===== src/rtl/rr_arbiter8_if.sv =====
// rr_arbiter8_if: request/grant bundle between requesters (master) and the arbiter (slave)
interface rr_arbiter8_if #(
  parameter int N   = 8,
  parameter int IDW = $clog2(N)
);
  logic           en;
  logic           fixed_pri;
  logic [N-1:0]   req;
  logic [N-1:0]   gnt;
  logic [IDW-1:0] gnt_id;
  logic           gnt_valid;
  logic           timeout;
  modport master (output en, fixed_pri, req, input gnt, gnt_id, gnt_valid, timeout);
  modport slave  (input en, fixed_pri, req, output gnt, gnt_id, gnt_valid, timeout);
endinterface


===== src/rtl/rr_arbiter8.sv =====
// rr_arbiter8: round-robin / fixed-priority arbiter with held registered grant; define ARB_TIMEOUT_EN for forced revoke after MAX_HOLD cycles
module rr_arbiter8 #(
  parameter int N        = 8,
  parameter int IDW      = $clog2(N),
  parameter int MAX_HOLD = 16
) (
  input logic          clk,
  input logic          rst,
  rr_arbiter8_if.slave bus
);
  typedef enum logic {IDLE, GRANT} state_t;
  if (N < 2 || N > 16 || MAX_HOLD < 1) begin : g_cfg
    $error("rr_arbiter8: unsupported N or MAX_HOLD");
  end
  state_t         state_q, state_d;
  logic [N-1:0]   gnt_q, gnt_d, cand;
  logic [IDW-1:0] id_q, id_d, ptr_q, ptr_d, nxt, arb_ptr, win;
  logic           expire;
  function automatic logic [IDW-1:0] pick(input logic [N-1:0] r, input logic [IDW-1:0] p, input logic fp);
    logic [IDW-1:0] w, k;
    w = '0;
    for (int i = 0; i < N; i++) if (fp && r[i]) w = IDW'(i);
    for (int i = N - 1; i >= 0; i--) begin
      k = IDW'((int'(p) + i) % N);
      if (!fp && r[k]) w = k;
    end
    return w;
  endfunction
  // During a grant the next decision excludes the owner and scans from just past it
  assign nxt     = (int'(id_q) == N - 1) ? '0 : id_q + 1'b1;
  assign cand    = (state_q == GRANT) ? bus.req & ~gnt_q : bus.req;
  assign arb_ptr = (state_q == GRANT) ? nxt : ptr_q;
  assign win     = pick(cand, arb_ptr, bus.fixed_pri);
`ifdef ARB_TIMEOUT_EN
  localparam int CW = $clog2(MAX_HOLD + 1);
  logic [CW-1:0] cnt_q, cnt_d;
  logic          timeout_q, timeout_d;
  assign expire = state_q == GRANT && bus.req[id_q] && cnt_q == CW'(MAX_HOLD - 1);
  // Hold counter runs while the owner keeps its grant, clears on any new decision
  always_comb begin
    cnt_d     = (state_q == GRANT && bus.req[id_q] && !expire) ? cnt_q + 1'b1 : '0;
    timeout_d = expire;
  end
  // Hold counter and revoke pulse registers
  always_ff @(posedge clk) begin
    cnt_q     <= rst ? '0 : cnt_d;
    timeout_q <= rst ? 1'b0 : timeout_d;
  end
  assign bus.timeout = timeout_q;
`else
  assign expire      = 1'b0;
  assign bus.timeout = 1'b0;
`endif
  // Next grant: issue from IDLE, hold while owned, hand over or go idle on release/revoke
  always_comb begin
    state_d = state_q;
    gnt_d   = gnt_q;
    id_d    = id_q;
    ptr_d   = ptr_q;
    if (state_q == IDLE) begin
      if (bus.en && |bus.req) begin
        state_d = GRANT;
        gnt_d   = N'(1) << win;
        id_d    = win;
      end
    end else if (!bus.req[id_q] || expire) begin
      ptr_d = nxt;
      if (bus.en && |cand) begin
        gnt_d = N'(1) << win;
        id_d  = win;
      end else if (!(bus.en && expire)) begin
        state_d = IDLE;
        gnt_d   = '0;
        id_d    = '0;
      end
    end
  end
  // Grant, owner index and rotation pointer registers
  always_ff @(posedge clk) begin
    if (rst) begin
      state_q <= IDLE;
      gnt_q   <= '0;
      id_q    <= '0;
      ptr_q   <= '0;
    end else begin
      state_q <= state_d;
      gnt_q   <= gnt_d;
      id_q    <= id_d;
      ptr_q   <= ptr_d;
    end
  end
  assign bus.gnt       = gnt_q;
  assign bus.gnt_id    = id_q;
  assign bus.gnt_valid = state_q == GRANT;
endmodule


===== src/flat_wrapper.sv =====
// flat-port wrapper written by rule: the top's interface ports become plain ports
module rr_arbiter8_flat 
#(
  parameter int N        = 8,
  parameter int IDW      = $clog2(N),
  parameter int MAX_HOLD = 16
)
  (clk, rst, bus_en, bus_fixed_pri, bus_req, bus_gnt, bus_gnt_id, bus_gnt_valid, bus_timeout);
  rr_arbiter8_if #(.N(N), .IDW(IDW)) bus_i ();
  input logic clk;
  input logic rst;
  input wire logic [$bits(bus_i.en)-1:0] bus_en;
  input wire logic [$bits(bus_i.fixed_pri)-1:0] bus_fixed_pri;
  input wire logic [$bits(bus_i.req)-1:0] bus_req;
  output wire logic [$bits(bus_i.gnt)-1:0] bus_gnt;
  output wire logic [$bits(bus_i.gnt_id)-1:0] bus_gnt_id;
  output wire logic [$bits(bus_i.gnt_valid)-1:0] bus_gnt_valid;
  output wire logic [$bits(bus_i.timeout)-1:0] bus_timeout;
  assign bus_i.en = bus_en;
  assign bus_i.fixed_pri = bus_fixed_pri;
  assign bus_i.req = bus_req;
  assign bus_gnt = bus_i.gnt;
  assign bus_gnt_id = bus_i.gnt_id;
  assign bus_gnt_valid = bus_i.gnt_valid;
  assign bus_timeout = bus_i.timeout;
  rr_arbiter8 #(.N(N), .IDW(IDW), .MAX_HOLD(MAX_HOLD)) u_core (.clk(clk), .rst(rst), .bus(bus_i));
endmodule

===== config.mk =====
export PLATFORM = sky130hd
export DESIGN_NAME = rr_arbiter8_flat
export DESIGN_NICKNAME = d
export VERILOG_FILES = /design/src/rtl/rr_arbiter8_if.sv /design/src/rtl/rr_arbiter8.sv /design/src/flat_wrapper.sv
export SDC_FILE = /design/constraint.sdc
export NUM_CORES = 1
export LEC_CHECK = 0
export BUFFER_PORTS_ARGS = -buffer_cell sky130_fd_sc_hd__buf_2
export CAP_MARGIN = 20
export CORE_AREA = 2 2 65 67
export DETAILED_ROUTE_END_ITERATION = 7
export DIE_AREA = 0 0 67 69
export HOLD_SLACK_MARGIN = 0.08
export PLACE_DENSITY_LB_ADDON = 0.05
export SYNTH_ARGS = -nofsm -noshare
export SYNTH_HDL_FRONTEND = slang
export SYNTH_SLANG_ARGS = --single-unit

===== constraint.sdc =====
create_clock -name clk -period 5.08 [get_ports clk]
set_input_delay 0 -clock clk [delete_from_list [all_inputs] [get_ports clk]]
set_output_delay 0 -clock clk [all_outputs]
set_load 0.01 [all_outputs]

Word level (Yosys, flattened, before mapping). Cells that the tools add are included.

Flip-flop bits (word level): 15. Bits in latches: 0. Memory bits (writable): 0. Memory bits (read-only): 0. Word-level logic and storage cells: 98. Memories kept: 0.

$add $sub $neg: 8. $mul: 0. Div/mod/pow operators: 0. $lt $le $gt $ge: 9. Equal/unequal tests: 2. Shifts and indexed selects: 1. Mux-type cells: 48. Bitwise operators: 3. Reduce and logical (&&, ||, !) cells: 23.

Operator list (number): 3-bit two-way mux (20); 8-bit two-way mux (5); 3-bit by 4-bit < comparator with 1-bit output, second input constant (9); 1-bit binary-select mux with 3-bit select (9); 1-bit logical AND (17); 8-bit OR reduction (2); 1-bit two-way mux (14); 3-bit adder, second input constant (4); 8-bit AND (1); 8-bit NOT (1); 1-bit by 3-bit left shift with 8-bit output, first input constant (1); 3-bit by 1-bit adder with 3-bit output, second input constant (2); 3-bit by 2-bit adder with 3-bit output, second input constant (2); 2-bit AND reduction (2); 3-bit by 1-bit == test with 1-bit output, second input constant (1); 2-bit inequality test, second input constant (1); 2-bit nonzero test (1); 1-bit zero test (1); 1-bit NOT (1).

Depth between registers and ports, before layout. Gate-level depths: netlist (run 1).

Depth in word-level cells: 23. Mapped depth: 16. Mapped depth without buffers: 14.

Worst setup path after synthesis (run 1). OpenSTA, ideal clock, no wires.

Path kind: flip-flop to flip-flop. From: register u_core.id_q[0], in the netlist u_core.bus.gnt_id[0]. To: register u_core.gnt_q[1], in the netlist u_core.bus.gnt[1]. Data arrival time: 3763 ps. Required time: 4963 ps. Setup slack: 1200 ps. Stages on the path, launching flop included: 17. Period minus slack after synthesis: 3880 ps. Path through: dfxtp_1 ha_1 ha_1 or3b_1 and2_1 buf_6 inv_2 ha_1 clkbuf_1 mux2i_1 mux2_2 a2bb2oi_1 o21a_1 a21boi_0 o31ai_2 and2_1 a32o_1.

Longest elaborated chain between the ends: 19. Elaborated cells on any way between the ends: 52.

RTL lines: start: declaration (line rr_arbiter8.sv:17) `logic [IDW-1:0] id_q, id_d, ptr_q, ptr_d, nxt, arb_ptr, win;`; start signal: assignment (line rr_arbiter8.sv:88) `id_q <= id_d;`; 3-bit by 1-bit adder with 3-bit output or 3-bit by 1-bit == test with 1-bit output (tied branches) (line rr_arbiter8.sv:30) `assign nxt = (int'(id_q) == N - 1) ? '0 : id_q + 1'b1;`; 3-bit two-way mux (line rr_arbiter8.sv:30); 3-bit two-way mux (line rr_arbiter8.sv:32) `assign arb_ptr = (state_q == GRANT) ? nxt : ptr_q;`; 3-bit adder (line rr_arbiter8.sv:24) `k = IDW'((int'(p) + i) % N);`; 1-bit binary-select mux with 3-bit select (line rr_arbiter8.sv:25) `if (!fp && r[k]) w = k;`; 1-bit two-way mux (not written as such) (line rr_arbiter8.sv:25); 1-bit logical AND (line rr_arbiter8.sv:25); 3-bit two-way mux (8 in a row) (line rr_arbiter8.sv:25); 1-bit by 3-bit left shift with 8-bit output (line rr_arbiter8.sv:63, rr_arbiter8.sv:69); 8-bit two-way mux (line rr_arbiter8.sv:68) `if (bus.en && |cand) begin`; 8-bit two-way mux (line rr_arbiter8.sv:66) `end else if (!bus.req[id_q] || expire) begin`; 8-bit two-way mux (line rr_arbiter8.sv:60) `if (state_q == IDLE) begin`; end signal: assignment (line rr_arbiter8.sv:87) `gnt_q <= gnt_d;`; end: declaration (line rr_arbiter8.sv:16) `logic [N-1:0] gnt_q, gnt_d, cand;`.

Parallel ways exist; a longest one is shown, timed or not. The select of a mux whose other input is x is not followed. A chain may end at the register's enable or synchronous reset.

Worst setup path in the final report (run 1). Ends and elaborated chain as after synthesis.

==> flow_metrics.tcl, run 1 <==
set metrics [dict create \
    synth-main-ff-cell "dfxtp_1" \
    clockBufferDepth 2 \
    synth_enable_flop_cells 0 \
    r2r-end "u_core.bus.gnt[1]" \
    endpoint_kind "flip-flop" \
    ys_warn_count 0 \
    ioPinCount 25 \
    hp-class "input pin to flip-flop" \
    cts_setup_buffers 0 \
    crit_buf_inv 1 \
    cts_tree "built" \
    critical_path.cell_chain "ha_1 -> ha_1 -> or3b_1 -> and2_1 -> inv_2 -> ha_1 -> mux2i_1 -> mux2_2 -> a2bb2oi_1 -> o21a_1 -> a21boi_0 -> o31ai_2 -> and2_1 -> a32o_1" \
    finalNetCount 275 \
    final-hold-violation-count 0 \
    numCtsBuffers 3 \
    p_leak_nw 0.879 \
    ir_worst_vdd_mv 0.197 \
    status "complete, no violations" \
    worstHoldStart "bus_en" \
    grtUsageTotal_pct 26.2 \
    power_density_mw_per_mm2 381 \
    grt_remaining_overflow 0 \
    route.detailed.drc 0 \
    tns_ns 0 \
    rr_startpoint "u_core.bus.gnt_id[0]" \
    die_x_um 67 \
    clkTransAtPathRegs_ns 0.07 \
    insertion_delay_ns 0.26 \
    wl_per_cell_um 18.7 \
    vias 1987 \
    ys_seq_area_share_pct 15.8 \
    slew_headroom_pct 59.0 \
    cp_slowest_cell "ha_1" \
    dpl.cell_count 303 \
    hpwlAfterDp_mm 4.54 \
    ys_ff_latch 15 \
    cts_sinks 15 \
    synthArstFlopShare_pct 0 \
    path_common_cell "ha_1" \
    rsz0062_at_grt "false" \
    die_h_um 69 \
    whs_path_depth 5 \
    postSynthAreaPerCell_um2 7.80 \
    antenna_cells 0 \
    first_iter_violations 193 \
    cap_violations 0 \
    start_kind "flip-flop" \
    avgViaCountPerCell 6.43 \
    io_buffers 23 \
    ff2ff_path_depth 14 \
    synth.cell_area_mm2 0.00190 \
    wirelength_mm 5.79 \
    start_util_pct 48.4 \
    slowest_delay_ns 0.42 \
    hold_end "u_core.bus.gnt_id[0]" \
    period_needed_ns 4.10 \
    place.gp.congestion 0.893 \
    core-area_mm2 0.00391 \
    crit_required_ns 5.24 \
    critPathTopFamily "compound AO/OA/AOI/OAI gates" \
    layout-drive-gt1-share_pct 17.4 \
    drt_pre_antenna_iters 4 \
    syn-num-nets 258 \
    synthesis.instances 243 \
    grt_pass1_vias 1851 \
    syn2layout_area_growth_pct 10.2 \
    worstMarginPinSlew_ns 0.614 \
    ant_nets 0 \
    die_area_mm2 0.00462 \
    synth_cell_types 59 \
    fmax_ghz 0.244 \
    slew_viol_final 0 \
    grt_pass1_wl_mm 9.53 \
    h-tree-depth 1 \
    r2r_slack_ns 0.98 \
    num_rows 23 \
    grt_max_degree 22 \
    worstPathArrival_ns 4.26 \
    final_cells 309 \
    root_buffer "clkbuf_8" \
    power.total_w 0.000796 \
    setup_viol 0 \
    grt_antenna_before_repair 0 \
    finalClockSkew_ns 0.00163 \
    fin_crit_sh_pct 80.8 \
    path_max_fanout 11 \
    critPathKind "flip-flop to flip-flop" \
]
## tightest hold or removal path, cell delays in order
cell	delay, ns
buf_2	0.11
nand3b_1	0.09
and2_1	0.21
a32oi_1	0.07
nor2_1	0.08
## Yosys cell counts (3+ instances only)
master      n  share of area [%]
and2_1      8                2.6
dfxtp_1    15                 16
nor2_1     17                3.4
o21ai_0     8                2.1
nand2_1    27                5.3
mux4_2      5                5.9
a21boi_0    9                3.6
a2bb2oi_1   6                2.8
a21o_1      4                1.6
nor3_1      8                2.1
clkbuf_1   10                2.0
a32o_1      8                4.2
nand3_1     5                1.3
a22oi_1     3                1.2
o211ai_1    5                2.0
a31oi_1     3               0.99
nand2b_1   12                4.0
mux2i_1    18                9.5
xnor2_1     5                2.3
inv_1       4               0.79
mux2_2      5                3.0
ha_1        3                2.0
a21oi_1     9                2.4
## routing by layer
| metal | global-route usage [%] | part of all wire, % | vias up |
|---|---|---|---|
| met3 | 3.92 | 6.0 | 11 |
| met1 | 38.9 | 47 | 935 |
| met4 | 6.80 | 1.9 | 0 |
| met5 | 0 | 0 | - |
| met2 | 39.2 | 46 | 72 |
| li1 | - | - | 969 |
## how the worst max path moves through the flow
stage	from	end	slack (ns)	cells after the start
floorplan	u_core.bus.gnt_id[0]	u_core.bus.gnt[1]	1.20	16
global placement	u_core.bus.gnt_id[0]	u_core.bus.gnt[1]	1.13	14
detailed placement	u_core.bus.gnt_id[0]	u_core.bus.gnt[1]	1.01	14
CTS	u_core.bus.gnt_id[0]	u_core.bus.gnt[1]	1.00	14
global route	u_core.bus.gnt_id[0]	u_core.bus.gnt[1]	0.69	14
finish	u_core.bus.gnt_id[0]	u_core.bus.gnt[1]	0.98	14
## logic make-up (layout without fill, tap and decap cells)
logic type | after synthesis | after routing | synth area share, %
flops | 15 | 15 | 15.8
buf+inv | 20 | 36 | 4.62
xor+xnor | 5 | 5 | 2.31
simple gates | 93 | 93 | 24.8
other cells | 1 | 1 | 0.198
fa+ha+maj | 3 | 3 | 1.98
compound gates | 78 | 78 | 31.9
mux | 28 | 28 | 18.4
## final cells by class
type | count | area (um2)
fill | 407 | 1830
inverter | 5 | 18.8
timing repair buffer | 27 | 150
tap | 50 | 62.6
clock inverter | 1 | 7.51
clock buffer | 3 | 41.3
multi-input combinational | 208 | 1510
sequential | 15 | 300
## placed cells by master, fill, tap and decap left out, types with 4 or more instances in the layout
master     count
nand2_1       27
buf_2         23
mux2i_1       18
nor2_1        17
dfxtp_1       15
nand2b_1      12
a21boi_0       9
a21oi_1        9
and2_1         8
nor3_1         8
o21ai_0        8
a32o_1         8
a2bb2oi_1      6
mux2_2         5
nand3_1        5
o211ai_1       5
mux4_2         5
xnor2_1        5
inv_1          4
a21o_1         4
## what timing repair did
action / 4_1_cts / 5_1_grt
endpoints found under the hold margin: 6 / 0
resized for setup: 0 / 0
hold buffers: 2 / 0
setup endpoints to repair: 0 / 0
## metrics by stage
step	setup slack (ns)	cell area, um2	util, %	hold slack [ns]
6_report	0.977	2090	53.4	0.336
3_5_place_dp	1.01	2020	51.6	0.294
3_3_place_gp	1.13	2020	51.6	0.294
2_1_floorplan	1.20	1900	-	0.175
5_1_grt	0.694	2090	53.4	0.406
4_1_cts	1.00	2090	53.4	0.328
## sequential cells by signal, indices dropped and copies added, names as in the netlist
signal,flops
u_core.bus.gnt_valid,1
u_core.bus.gnt,8
u_core.ptr_q,3
u_core.bus.gnt_id,3
## power breakdown
group | total (W) | internal [W] | switching [W]
Sequential | 0.000169 | 0.000137 | 0.0000318
Combinational | 0.000520 | 0.000218 | 0.000302
Clock | 0.000107 | 0.0000554 | 0.0000518
Total | 0.000796 | 0.000410 | 0.000386
(Power assumes the default switching activity.)
==> inputs of run 2 (changes only) <==
==> constraint.sdc (replaced) <==
create_clock -name clk -period 3.95 [get_ports clk]
set_input_delay 0 -clock clk [delete_from_list [all_inputs] [get_ports clk]]
set_output_delay 0 -clock clk [all_outputs]
set_load 0.01 [all_outputs]
==> run 2 against run 1 <==
Compared with the run above: sequential cell count unchanged; clock power increased by 23%; total power grew 30%; count of clock-buffer cells in the layout up 1; register-to-register slack lost 0.80 ns; sequential share of layout area decreased by 0.27 points; wire length down 2.6%; largest cell class unchanged.
==> flow_metrics.tcl, run 2 (synthesis gave the netlist of run 1 again) <==
set metrics [dict create \
    finalCoreUtilization_pct 54.4 \
    tns_ns 0 \
    clkTransAtPathRegs_ns 0.07 \
    largest_reg_flops 8 \
    num_rows 23 \
    drt_pre_antenna_iters 4 \
    io_buffers 23 \
    hpwlAfterDp_mm 4.58 \
    grt_pass1_wl_mm 9.44 \
    worstPathArrival_ns 3.92 \
    place.gp.congestion 0.949 \
    setup_viol 0 \
    avgViaCountPerCell 6.32 \
    layout_commonest_cell "nand2_1" \
    hp-class "input pin to flip-flop" \
    crit_required_ns 4.10 \
    critPathKind "flip-flop to flip-flop" \
    route.detailed.drc 0 \
    p_leak_nw 0.905 \
    syn2layout_area_growth_pct 12.3 \
    slew_viol_final 0 \
    ant_nets 0 \
    period_needed_ns 3.77 \
    ioPinCount 25 \
    die_h_um 69 \
    cts_setup_buffers 0 \
    final-hold-violation-count 0 \
    wl_per_cell_um 18.0 \
    start_kind "flip-flop" \
    grt_max_degree 26 \
    worstMarginPinSlew_ns 0.677 \
    antenna_cells 0 \
    layout-drive-gt1-share_pct 18.9 \
    fmax_ghz 0.265 \
    finalClockSkew_ns 0.00604 \
    worstHoldStart "bus_req[0]" \
    die_x_um 67 \
    ir_worst_vdd_mv 0.265 \
    wirelength_mm 5.64 \
    power_density_mw_per_mm2 485 \
    path_max_fanout 7 \
    grt_antenna_before_repair 0 \
    status "complete, no violations" \
    grt_pass1_vias 1842 \
    cap_violations 0 \
    numCtsBuffers 3 \
    mostFrequentLayoutCells "nand2_1 (27), buf_2 (23), mux2i_1 (18), nor2_1 (17), dfxtp_1 (15)" \
    endpoint_kind "flip-flop" \
    grt_remaining_overflow 0 \
    nFillCells 417 \
    r2r_slack_ns 0.18 \
    fin_crit_sh_pct 95.5 \
    grtUsageTotal_pct 26.0 \
    cts_sinks 15 \
    start_util_pct 48.4 \
    startpoint "u_core.bus.gnt_id[1]" \
    vias 1985 \
    rr_startpoint "u_core.bus.gnt_id[1]" \
    rsz0062_at_grt "false" \
    root_buffer "clkbuf_8" \
    cts_tree "built" \
    slew_headroom_pct 54.3 \
    first_iter_violations 115 \
    finalNetCount 280 \
    h-tree-depth 1 \
    clockBufferDepth 2 \
    insertion_delay_ns 0.26 \
    die_area_mm2 0.00462 \
    core-area_mm2 0.00391 \
]
==> run 2: cell count changes in the layout (fill, tap and decap cells not counted) <==
cell        previous run  this run
a2bb2oi_2              0         1
a2bb2oi_1              6         5
buf_4                  2         7
clkbuf_1               0         1
clkinvlp_4             1         0
==> run 2: worst paths after layout <==
kind / end / cells after the start
max reg2reg: u_core.bus.gnt[3] / 14
min reg2reg: u_core.ptr_q[2] / 2
max: u_core.bus.gnt[3] / 14
min: u_core.bus.gnt_valid / 5
==> run 2: what timing repair did <==
item	in CTS	in global routing
resized for setup	0	1
hold buffers	2	0
setup endpoints to repair	0	4
endpoints found under the hold margin	6	0
==> run 2: through the flow <==
stage	power (W)	hold WS, ns	setup slack (ns)	cells	area [um2]
2_1_floorplan	0.000715	0.175	0.0696	243	1900
3_3_place_gp	0.000892	0.290	0.182	308	2060
3_5_place_dp	0.000888	0.297	0.101	308	2060
4_1_cts	0.00102	0.252	0.0954	314	2120
5_1_grt	0.00111	0.324	0.0397	314	2130
6_report	0.00103	0.255	0.178	314	2130
==> run 2: cell type report <==
class	instances	area [um2]	area share, %
Clock buffer	4	45.0	2.12
Sequential cell	15	300	14.1
Inverter	5	18.8	0.882
Multi-Input combinational cell	208	1510	71.1
Tap cell	50	62.6	2.94
Timing Repair Buffer	32	188	8.82
==> run 2: critical path: stages, from the launching register on <==
cell      delay, ns
dfxtp_1        0.36
ha_1           0.21
ha_1           0.20
or3b_1         0.37
and2_1         0.17
inv_2          0.06
ha_1           0.30
buf_4          0.20
mux4_2         0.33
mux2_2         0.33
o21a_1         0.21
o2111a_1       0.14
a211o_1        0.32
and3_4         0.20
a32o_1         0.25
==> run 2: power by group <==
part / internal (W) / switching, W / leakage, nW / total, W
Clock: 0.0000717 / 0.0000602 / 0.0228 / 0.000132
Sequential: 0.000177 / 0.0000323 / 0.122 / 0.000209
Combinational: 0.000297 / 0.000394 / 0.760 / 0.000692
==> run 2: routing by layer <==
layer	share of wire, %	up-vias	track usage, %
met4	1.9	0	7.94
met3	3.4	11	2.77
li1	-	980	-
met2	46	56	39.5
met1	48	938	38.1
met5	0	-	0
==> inputs of run 3 (changes only) <==
--- a/config.mk
+++ b/config.mk
@@ -5,11 +5,12 @@
 export SDC_FILE = /design/constraint.sdc
 export NUM_CORES = 1
 export LEC_CHECK = 0
+export ABC_AREA = 1
 export BUFFER_PORTS_ARGS = -buffer_cell sky130_fd_sc_hd__buf_2
 export CAP_MARGIN = 20
-export CORE_AREA = 2 2 65 67
+export CORE_AREA = 2 2 62 64
 export DETAILED_ROUTE_END_ITERATION = 7
-export DIE_AREA = 0 0 67 69
+export DIE_AREA = 0 0 64 66
 export HOLD_SLACK_MARGIN = 0.08
 export PLACE_DENSITY_LB_ADDON = 0.05
 export SYNTH_ARGS = -nofsm -noshare
==> run 3 against run 2 <==
Compared with the run above: first-iteration DRC count increased by 9.6%; sequential power increased by 7%; largest power group unchanged; fmax increased by 8.1%; highest routed layer unchanged; register-to-register slack improved by 0.28 ns; clock power decreased by 31%; sequential cell count unchanged; final cell count increased by 17%; sequential share of layout area increased by 1.8 points.
==> flow_metrics.tcl, run 3 <==
set metrics [dict create \
    synth-main-ff-cell "dfxtp_1" \
    grt_max_degree 21 \
    grt_antenna_before_repair 0 \
    period_needed_ns 3.49 \
    finalCoreUtilization_pct 53.1 \
    grt_pass1_vias 1798 \
    busiest_layer "met2" \
    h-tree-depth 1 \
    tns_ns 0 \
    hp-class "input pin to flip-flop" \
    num_rows 22 \
    core-area_mm2 0.00355 \
    worstPathArrival_ns 3.66 \
    avgViaCountPerCell 5.24 \
    clockBufferDepth 2 \
    p_leak_nw 0.965 \
    ir_worst_vdd_mv 0.253 \
    yosys.area.top_type "nand2_1" \
    cap_violations 0 \
    setup_viol 0 \
    slowest_delay_ns 0.53 \
    root_buffer "clkbuf_4" \
    critPathTopFamily "simple AND/OR/NAND/NOR gates" \
    synth_enable_flop_cells 0 \
    grt_util_met1_pct 31.8 \
    rsz0062_at_grt "false" \
    layout-drive-gt1-share_pct 18.1 \
    synth.most_common_cell "nand2_1" \
    crit_required_ns 4.12 \
    finalNetCount 336 \
    finalClockSkew_ns 0.00932 \
    insertion_delay_ns 0.29 \
    synth_area_leaders "nand2_1 (23%), dfxtp_1 (18%), nand3_1 (14%)" \
    crit_buf_inv 5 \
    ys_warn_count 0 \
    io_buffers 23 \
    final-hold-violation-count 0 \
    critPathKind "flip-flop to flip-flop" \
    synthArstFlopShare_pct 0 \
    syn2layout_area_growth_pct 11.2 \
    path_common_cell "nand2_1" \
    cts_resized 0 \
    status "complete, no violations" \
    drt_pre_antenna_iters 5 \
    antenna_cells 0 \
    power_density_mw_per_mm2 616 \
    cts_tree "built" \
    numCtsBuffers 3 \
    ys_seq_area_share_pct 17.7 \
    die_h_um 66 \
    slew_viol_final 0 \
    met2_usage_pct 40.9 \
    clkTransAtPathRegs_ns 0.10 \
    wirelength_mm 4.69 \
    first_iter_violations 126 \
    die_area_mm2 0.00422 \
    route.detailed.drc 0 \
    ys_ff_latch 15 \
    mostFrequentLayoutCells "nand2_1 (103), nand3_1 (49), a21oi_1 (25), inv_1 (24), buf_2 (23)" \
    synth_top_area_share_pct 22.8 \
    largest_reg_flops 8 \
    synth.cell_area_mm2 0.00170 \
    layout_commonest_cell "nand2_1" \
    vias 1930 \
    ant_nets 0 \
    ff2ff_path_depth 25 \
    endpoint_kind "flip-flop" \
    postSynthAreaPerCell_um2 5.71 \
    synth_cell_types 32 \
    ioPinCount 25 \
    nFillCells 377 \
    wl_per_cell_um 12.8 \
    die_x_um 64 \
    grt_pass1_wl_mm 8.10 \
    start_kind "flip-flop" \
    crit_cells 25 \
    grt_remaining_overflow 0 \
    synthTopCellsByCount "nand2_1 (103), nand3_1 (49), a21oi_1 (25)" \
    cts_sinks 15 \
    r2r_slack_ns 0.46 \
    grtUsageMet3_pct 2.56 \
    fmax_ghz 0.287 \
    whs_path_depth 8 \
    path_max_fanout 11 \
    syn-num-nets 312 \
    place.gp.congestion 0.989 \
    worstMarginPinSlew_ns 0.601 \
    synthesis.instances 297 \
    grtUsageTotal_pct 24.2 \
    hpwlAfterDp_mm 3.77 \
    start_util_pct 47.8 \
    cp_slowest_cell "dfxtp_1" \
    fin_crit_sh_pct 88.3 \
    slew_headroom_pct 59.9 \
]
run 3: changes by cell type in the layout (fill, tap and decap cells not counted), moves of 12 or more:
cell	before	now
nand2_1	27	103
nand3_1	5	49
nand2b_1	12	0
a21oi_1	9	25
inv_1	4	24
mux2i_1	18	0
run 3: path summary, 6_finish.rpt:
| check | from | end |
|---|---|---|
| worst min register to register | u_core.bus.gnt[7] | u_core.bus.gnt[7] |
| worst max register to register | u_core.bus.gnt_id[0] | u_core.bus.gnt[2] |
| worst min-delay path | bus_req[0] | u_core.ptr_q[2] |
| worst max-delay path | u_core.bus.gnt_id[0] | u_core.bus.gnt[2] |
run 3: layout make-up:
cell class	instances	area, um2	share of cell area [%]
Clock inverter	1	5.00	0.265
Inverter	29	110	5.84
Multi-Input combinational cell	245	1240	65.5
Timing Repair Buffer	27	153	8.09
Clock buffer	3	22.5	1.19
Tap cell	48	60.1	3.18
Sequential cell	15	300	15.9
run 3: stage by stage:
stage                     setup WS [ns]  cells  hold WS, ns  cell area, um2  power (W)
after floorplan                    1.05    297       0.0691            1700   0.000890
after global placement            0.593    361        0.341            1830    0.00107
after detailed placement          0.512    361        0.338            1830    0.00106
after CTS                         0.491    368        0.453            1890    0.00116
after global routing             0.0175    368        0.522            1890    0.00130
final                             0.462    368        0.459            1890    0.00116
run 3: metal layers:
metal / routed length (um) / vias up
met5: 0 / -
met3: 240 / 10
met4: 68 / 0
met1: 2230 / 829
met2: 2150 / 61
li1: - / 1030
run 3: cell families after synthesis:
logic type	count (synthesis)	share of synthesized area, %
other cells	1	0.221
buf+inv	37	9.44
compound gates	42	14.5
fa+ha+maj	3	2.21
xor+xnor	3	2.88
flops	15	17.7
simple gates	196	53.1
run 3: worst min-delay path: stages:
cell	delay, ns
buf_2	0.11
nand2_1	0.05
nand3_1	0.06
nand2_1	0.05
nand2_1	0.04
o21ai_0	0.09
nand2_1	0.20
a211oi_1	0.10
run 3: repair_timing:
item | CTS | global route
hold buffers | 3 | 0
setup buffers | 0 | 0
setup endpoints to repair | 0 | 0
hold endpoints to repair | 9 | 0
run 3: where the power goes:
| part | internal (W) | switching [W] | total (W) |
|---|---|---|---|
| logic | 0.000285 | 0.000564 | 0.000849 |
| registers | 0.000184 | 0.0000386 | 0.000223 |
| clock network | 0.0000377 | 0.0000533 | 0.0000909 |
| total | 0.000507 | 0.000656 | 0.00116 |
